==> config.mk <==
export PLATFORM = sky130hd
export DESIGN_NAME = accum_dispatch
export DESIGN_NICKNAME = d
export VERILOG_FILES = /design/src/rtl/accum_pkg.sv /design/src/rtl/accum_job_fifo.sv /design/src/rtl/accum_dispatch.sv
export SDC_FILE = /design/constraint.sdc
export NUM_CORES = 1
export LEC_CHECK = 0
export CORE_AREA = 10 10 61 73
export CTS_BUF_LIST = sky130_fd_sc_hd__clkbuf_8
export DETAILED_ROUTE_END_ITERATION = 8
export DIE_AREA = 0 0 71 83
export GPL_ROUTABILITY_DRIVEN = 0
export PLACE_DENSITY_LB_ADDON = 0.05
export SETUP_SLACK_MARGIN = 0.5
export SYNTH_ARGS = -nofsm -noshare
export SYNTH_HDL_FRONTEND = slang
export SYNTH_SLANG_ARGS = --single-unit
==> constraint.sdc <==
create_clock -name clk -period 2.7 [get_ports clk]
set_input_delay 0.54 -clock clk [delete_from_list [all_inputs] [get_ports clk]]
set_output_delay 0.54 -clock clk [all_outputs]
set_load 0.01 [all_outputs]
==> src/rtl/accum_pkg.sv <==
// Shared definitions for the accumulator job dispatcher: default widths and FSM states.
package accum_pkg;

    localparam int DATA_W_DEF   = 3;
    localparam int DEPTH_DEF    = 4;
    localparam int MAX_WAIT_DEF = 15;

    // Dispatcher control states; exported on the debug port for observation.
    typedef enum logic [1:0] {
        IDLE   = 2'd0,
        LAUNCH = 2'd1,
        WAIT   = 2'd2,
        REPORT = 2'd3
    } state_t;

endpackage

==> src/rtl/accum_job_fifo.sv <==
// Synchronous job FIFO: a push is refused when full (even with a same-cycle pop),
// a pop is ignored when empty, pointers wrap modulo DEPTH.
module accum_job_fifo #(
    parameter  int DATA_W = 3,
    parameter  int DEPTH  = 4,
    localparam int PTR_W  = $clog2(DEPTH),
    localparam int CNT_W  = PTR_W + 1
) (
    input  logic              clk,
    input  logic              rst,
    input  logic              push,
    input  logic [DATA_W-1:0] push_data,
    input  logic              pop,
    output logic [DATA_W-1:0] head,
    output logic              full,
    output logic              empty,
    output logic [CNT_W-1:0]  count
);

    logic [DATA_W-1:0] mem [DEPTH];
    logic [PTR_W-1:0]  wr_ptr;
    logic [PTR_W-1:0]  rd_ptr;
    logic              do_push;
    logic              do_pop;

    assign full    = (count == CNT_W'(DEPTH));
    assign empty   = (count == '0);
    assign do_push = push && !full;
    assign do_pop  = pop && !empty;
    assign head    = mem[rd_ptr];

    // Storage array; contents need no reset because count gates visibility.
    always_ff @(posedge clk) begin
        if (do_push) begin
            mem[wr_ptr] <= push_data;
        end
    end

    // Pointer and occupancy bookkeeping.
    always_ff @(posedge clk) begin
        if (rst) begin
            wr_ptr <= '0;
            rd_ptr <= '0;
            count  <= '0;
        end else begin
            if (do_push) wr_ptr <= wr_ptr + 1'b1;
            if (do_pop)  rd_ptr <= rd_ptr + 1'b1;
            case ({do_push, do_pop})
                2'b10:   count <= count + 1'b1;
                2'b01:   count <= count - 1'b1;
                default: count <= count;
            endcase
        end
    end

endmodule

==> src/rtl/accum_dispatch.sv <==
// Job dispatcher: queues load values, launches them one at a time into the
// countdown unit, waits for its data to reach zero (or a watchdog timeout)
// and returns the captured timer on the result port.
//
// Handshakes: a transfer happens on a rising edge where valid && ready are both
// high. in_ready depends only on registered FIFO occupancy; res_valid stays high
// with res_timer/res_load/res_err held stable until res_ready is seen.
module accum_dispatch
    import accum_pkg::*;
#(
    parameter  int DATA_W   = DATA_W_DEF,
    parameter  int DEPTH    = DEPTH_DEF,
    parameter  int MAX_WAIT = MAX_WAIT_DEF,
    localparam int WCNT_W   = $clog2(MAX_WAIT + 1),
    localparam int CNT_W    = $clog2(DEPTH) + 1
) (
    input  logic              clk,
    input  logic              rst,
    input  logic              in_valid,
    output logic              in_ready,
    input  logic [DATA_W-1:0] in_data,
    output logic              start,
    output logic [DATA_W-1:0] load_data,
    input  logic [DATA_W-1:0] cnt_data,
    input  logic [DATA_W-1:0] cnt_timer,
    output logic              res_valid,
    input  logic              res_ready,
    output logic [DATA_W-1:0] res_timer,
    output logic [DATA_W-1:0] res_load,
    output logic              res_err,
    output state_t            dbg_state,
    output logic [CNT_W-1:0]  dbg_count
);

    state_t            state;
    state_t            state_nxt;
    logic [WCNT_W-1:0] wcnt;
    logic [DATA_W-1:0] fifo_head;
    logic              fifo_full;
    logic              fifo_empty;
    logic              wait_done;
    logic              wait_expired;

    accum_job_fifo #(
        .DATA_W (DATA_W),
        .DEPTH  (DEPTH)
    ) u_fifo (
        .clk       (clk),
        .rst       (rst),
        .push      (in_valid),
        .push_data (in_data),
        .pop       (start),
        .head      (fifo_head),
        .full      (fifo_full),
        .empty     (fifo_empty),
        .count     (dbg_count)
    );

    assign in_ready     = !fifo_full;
    assign wait_done    = (cnt_data == '0);
    assign wait_expired = (wcnt == WCNT_W'(MAX_WAIT));
    assign dbg_state    = state;

    // State register.
    always_ff @(posedge clk) begin
        if (rst) state <= IDLE;
        else     state <= state_nxt;
    end

    // Next-state logic and state-decoded outputs; the LAUNCH pulse doubles as the FIFO pop.
    always_comb begin
        state_nxt = state;
        start     = 1'b0;
        load_data = '0;
        res_valid = 1'b0;
        case (state)
            IDLE: begin
                if (!fifo_empty) state_nxt = LAUNCH;
            end
            LAUNCH: begin
                start     = 1'b1;
                load_data = fifo_head;
                state_nxt = WAIT;
            end
            WAIT: begin
                if (wait_done || wait_expired) state_nxt = REPORT;
            end
            REPORT: begin
                res_valid = 1'b1;
                if (res_ready) state_nxt = IDLE;
            end
            default: state_nxt = IDLE;
        endcase
    end

    // Watchdog counter and result capture; completion wins over timeout in the same cycle.
    always_ff @(posedge clk) begin
        if (rst) begin
            wcnt      <= '0;
            res_timer <= '0;
            res_load  <= '0;
            res_err   <= 1'b0;
        end else begin
            case (state)
                LAUNCH: begin
                    res_load <= fifo_head;
                    wcnt     <= '0;
                end
                WAIT: begin
                    if (wait_done) begin
                        res_timer <= cnt_timer;
                        res_err   <= 1'b0;
                    end else if (wait_expired) begin
                        res_timer <= cnt_timer;
                        res_err   <= 1'b1;
                    end else begin
                        wcnt <= wcnt + 1'b1;
                    end
                end
                default: ;
            endcase
        end
    end

endmodule

**After elaboration in Yosys (flattened, before gate mapping)**

Memory sizes are Yosys's and may differ from the RTL's. A register that Yosys moved wholly into a read port is not among the register bits.
Cells that the tools add are included.

- Output and inout bits: 18
- Word-level logic and storage cells: 59
- Register bits: 20
- Memories kept: 1
- Bits in writable memories: 12

Memories:

| name | words | bits a word | rd ports | clocked after Yosys merged registers in | wr ports | RTL line | text |
|---|---|---|---|---|---|---|---|
| u_fifo.mem | 4 | 3 | 1 | 1 | 1 | accum_job_fifo.sv:20 | `logic [DATA_W-1:0] mem [DEPTH];` |

- Add/sub/neg operators: 5
- Reductions and logical operators: 14
- Mux-type cells: 19
- Equal/unequal tests: 12

Operators with widths:

| kind | count |
|---|---|
| 2-bit two-way mux | 5 |
| 2-bit != test, second input constant | 5 |
| 3-bit two-way mux | 3 |
| 4-bit two-way mux | 2 |
| 2-bit one-hot mux with 4 select lines | 1 |
| 4-bit one-hot mux with 2 select lines | 1 |
| 2-bit == test, second input constant | 3 |
| 3-bit logical NOT | 2 |
| 1-bit two-way mux | 6 |
| 3-bit one-hot mux with 2 select lines | 1 |
| 3-bit AND reduction | 2 |
| 2-bit nonzero test | 3 |
| 2-bit by 1-bit adder with 2-bit output, second input constant | 2 |
| 4-bit by 1-bit adder with 4-bit output, second input constant | 1 |
| 2-bit by 1-bit == test with 1-bit output, second input constant | 2 |
| 4-bit == test, second input constant | 1 |
| 3-bit by 1-bit adder with 3-bit output, second input constant | 1 |
| 3-bit == test, second input constant | 1 |
| 3-bit by 1-bit subtractor with 3-bit output, second input constant | 1 |
| 1-bit logical AND | 2 |
| 1-bit logical NOT | 2 |
| 2-bit logical NOT | 1 |
| 2-bit AND reduction | 1 |
| 1-bit logical OR | 1 |

**Longest topological paths before layout**

- Depth after elaboration: 5
- Depth in mapped cells: 10

**Modules after synthesis**

Synthesis repeated with hierarchy kept, for this count alone.

- Cell total of the unflattened synthesis: 154
- Area, all modules: 1652.8 um^2

By module, submodules not included:

| module | area each (um^2) | times used | cells an instance | sequential area each (um^2) |
|---|---|---|---|---|
| accum_job_fifo | 908.4 | 1 | 69 | 540.5 |
| accum_dispatch | 744.5 | 1 | 85 | 260.2 |

**Least setup slack after synthesis**

Ideal clock, no wire load.

- Kind: reg-to-reg
- Start: reg u_fifo.count[2]
- End: reg u_fifo.count[2]
- Required time: 2.629 ns
- Data arrival time: 2.294 ns
- Slack: 0.335 ns
- Buffers on the path: 0
- Cell stages (with the launch flop): 10
- Setup time: 0.071 ns
- Cells stage by stage: dfxtp_1 or3b_1 and2_1 inv_1 ha_1 inv_1 fa_1 xor2_1 or3_1 a21oi_1

- Cells in the longest elaborated chain, start to end: 5
- Elaborated cells on any way between the ends: 12

RTL lines:

| what | RTL line | text |
|---|---|---|
| start: declaration | accum_job_fifo.sv:17 | `output logic [CNT_W-1:0] count` |
| start signal: assignment | accum_job_fifo.sv:49 | `2'b10: count <= count + 1'b1;` |
| start signal: assignment | accum_job_fifo.sv:50 | `2'b01: count <= count - 1'b1;` |
| start signal: assignment | accum_job_fifo.sv:51 | `default: count <= count;` |
| 3-bit == test * | accum_job_fifo.sv:26 | `assign full = (count == CNT_W'(DEPTH));` |
| 1-bit logical NOT * | - |  |
| named net in_ready | accum_dispatch.sv:20 | `output logic in_ready,` |
| 1-bit logical AND * | accum_job_fifo.sv:28 | `assign do_push = push && !full;` |
| 2-bit by 1-bit == test with 1-bit output or 2-bit == test (tied branches) | accum_job_fifo.sv:48 | `case ({do_push, do_pop})` |
| 3-bit one-hot mux with 2 select lines or 2-bit nonzero test (tied branches) | - |  |

The timed path passes the listed nets; every way through them passes the cells marked *.
A chain may end at the register's enable or synchronous reset.

**Worst setup path in the final report**

- Start: reg u_fifo.count[1]
- End: reg u_fifo.count[2]

- Cells in the longest elaborated chain, start to end: 5
- Elaborated cells on any way between the ends: 12

RTL lines:

| what | RTL line |
|---|---|
| 3-bit == test or 3-bit logical NOT (tied branches) | accum_job_fifo.sv:26, accum_job_fifo.sv:27 |
| 1-bit logical NOT (on tied branches) | accum_job_fifo.sv:28, accum_job_fifo.sv:29 |
| 1-bit logical AND (on tied branches) | accum_job_fifo.sv:28, accum_job_fifo.sv:29 |
| 2-bit by 1-bit == test with 1-bit output or 2-bit == test (tied branches) | accum_job_fifo.sv:48 |
| 3-bit one-hot mux with 2 select lines or 2-bit nonzero test (tied branches) | - |

Several ways; a longest one is shown, not always the timed one.

==> metrics.cfg <==
[sta]
fmax_mhz=459
final_max_slew_viol_count=0
rsz0062_at_grt=true
skew_ns=0.00483
worstMarginPinSlew_ns=0.839
hold_viol=0
finalCritPeriodShare=0.807
whs_ns=0.473
max_slew_margin=0.439
period_minus_slack_ns=2.18
setup_violations=0
finalSetupTns_ns=0

[power_and_ir_drop]
max-vdd-ir-drop_mv=0.638
switching_power_mw=0.561
clockPowerShare=0.210
power_per_cell_area_nw_per_um2=844
p_leak_nw=0.817
internal_power_mw=1.21
power_frac_comb=0.405
seqPwrFrac=0.385
switching_share=0.317

[critical_path]
start_kind=flop
reg2regPathDepth=9
reg2reg_from=u_fifo.count[1]
cp.required_ns=2.89
crit_fanout=3
cp.arrival_ns=2.37
cp-end-kind=flop
crit_start=u_fifo.count[1]
crit_type=reg2reg

[floorplan]
rows=22
die_h_um=83
core_area_um2=3030
ios=31
start_util=0.515
die_area_um2=5890
dieWidth_um=71

[placed_design]
portBuffers=30
hpwlAfterDp_um=2260

[finish]
fillCellCount=243
antenna_cells=0
syn_to_final_growth_pct=34.2
drive_gt1_frac=0.204
nNetsFinal=204
final_common_cell=clkdlybuf4s50_1
mostFrequentLayoutCells=clkdlybuf4s50_1 (26), dfxtp_1 (17), nor2_1 (14)

[clock_network]
holdBufCountCts=0
cts-root-buf=clkbuf_8
clock_latency_ns=0.28
clk_pin_slew_ns=0.06
cts_tree=done
clk_path_buf_depth=2
cts_num_sinks=34
h-tree-depth=2
numCtsBuffers=5

[logic_synthesis]
synth_top_area_share=0.282
ys_seq_area_frac=0.513
synth_top_area_cell=dfxtp_1
syn-num-nets=162
synth_cell_type_count=35
ys_top_cells_by_area=dfxtp_1 (28%), edfxtp_1 (23%), ha_1 (8.0%)
synth_area_um2=1560
yosysWarnings=0
synthCells=138
ys_ff_latch=34
synth.avg_cell_area_um2=11.3

[global_route]
antenna_found_initial=0
grt_usage=0.109
grt_pass1_wl_um=5260
grt_overflow=0
grt_max_degree=22
grt_pass1_vias=1172

[detailed_routing]
ant_nets=0
via_per_inst=5.36
drt_first_pass_iters=5
wl_per_cell_um=14.5
drc=0
drt_iter0_drc=61
vias=1164
routed_wl_um=3150

[worst_hold_path]
min-delay-start=res_load[2]
hold_depth=2
holdCritPathClass=reg2reg

[run]
drv_cap=0

[outcome]
outcome=finished clean

[registers in the layout (all words and copies together) (netlist names), named ones only]
register       flops
wcnt               4
u_fifo.count       3
res_timer          3
u_fifo.wr_ptr      2
dbg_state          2
res_load           3
u_fifo.mem        12
u_fifo.rd_ptr      2
res_err            1
[cell usage after synthesis]
master and number:
mux2i_1 4, and3_1 5, nor3_1 3, a311oi_2 1
edfxtp_1 12, buf_2 1, nand3_4 1, nor3_2 1
clkbuf_1 2, a21oi_1 9, inv_1 12, o31a_1 1
and2_1 1, mux4_2 3, or3_4 1, nor4b_1 1
dfxtp_1 22, buf_6 2, o21ai_0 4, nand4b_1 2
nand2b_1 3, nand4_1 1, xnor2_1 2, or3b_1 1
nor2b_1 1, nor2_1 14, xor2_1 3, a21oi_4 1
a211oi_1 2, fa_1 1, nand2_1 7, a31oi_1 2
a21o_1 1, or3_1 1, ha_1 10
[layer usage]
| metal | global-route usage | up-vias | wire [um] |
|---|---|---|---|
| li1 | - | 561 | - |
| met1 | 0.105 | 560 | 1210 |
| met2 | 0.182 | 37 | 1640 |
| met3 | 0.0500 | 6 | 240 |
| met4 | 0.0668 | 0 | 66 |
| met5 | 0 | - | 0 |
[final timing paths]
path / to / slack (ns)
worst max-delay path: u_fifo.count[2] / 0.52
worst min-delay path: res_load[2] / 0.47
worst max register to register: u_fifo.count[2] / 0.52
worst min register to register: res_load[2] / 0.47
[through the flow]
| step | setup WS [ns] | util | instance area [um^2] | std cells | total power [mW] |
|---|---|---|---|---|---|
| CTS | 0.507 | 0.672 | 2030 | 212 | 1.74 |
| global route | 0.448 | 0.692 | 2090 | 217 | 1.89 |
| finish | 0.520 | 0.692 | 2090 | 217 | 1.77 |
| detailed placement | 0.191 | 0.624 | 1890 | 199 | 1.32 |
| global placement | 0.239 | 0.624 | 1890 | 199 | 1.30 |
| floorplan | 0.528 | - | 1590 | 138 | 1.10 |
[worst max-delay path, cell delays in order (launching register included)]
cell,delay (ns)
dfxtp_4,0.34
or3b_4,0.41
and2_4,0.17
inv_4,0.06
ha_4,0.12
inv_1,0.05
fa_2,0.36
xor2_2,0.15
or3_1,0.30
a21oi_1,0.14
[power groups by stage]
stage / Clock, mW / Combinational (mW) / Sequential, mW
floorplan: 0 / 0.396 / 0.707
finish: 0.371 / 0.717 / 0.681
global placement: 0 / 0.597 / 0.700
CTS: 0.385 / 0.677 / 0.683
detailed placement: 0 / 0.619 / 0.703
global route: 0.403 / 0.797 / 0.692
[final cells by class]
cell class | count | area [um^2] | area share
Clock buffer | 6 | 82.6 | 0.0394
Clock inverter | 2 | 8.76 | 0.00418
Inverter | 12 | 47.5 | 0.0227
Multi-Input combinational cell | 87 | 719 | 0.343
Sequential cell | 34 | 817 | 0.390
Tap cell | 36 | 45.0 | 0.0215
Timing Repair Buffer | 40 | 374 | 0.179
[cells by family (layout without fill, tap and decap cells)]
group                      count (synthesis)  count (layout)  share of synthesized area
AOI/OAI and AO/OA                         21              21                     0.0898
xor gates and xnor gates                   5               5                     0.0281
adders and majority gates                 11              11                     0.0930
buffers and inverters                     17              60                     0.0513
DFF                                       34              34                      0.513
muxes                                      7               7                     0.0690
and+or+nand+nor                           43              43                      0.156
[timing repair]
action                                  CTS  global route
resized for setup                         8             5
pin swaps                                 2             3
setup buffers                             5             5
endpoints found under the setup margin    4             1
No activity file was read; power rests on OpenSTA's default activity.
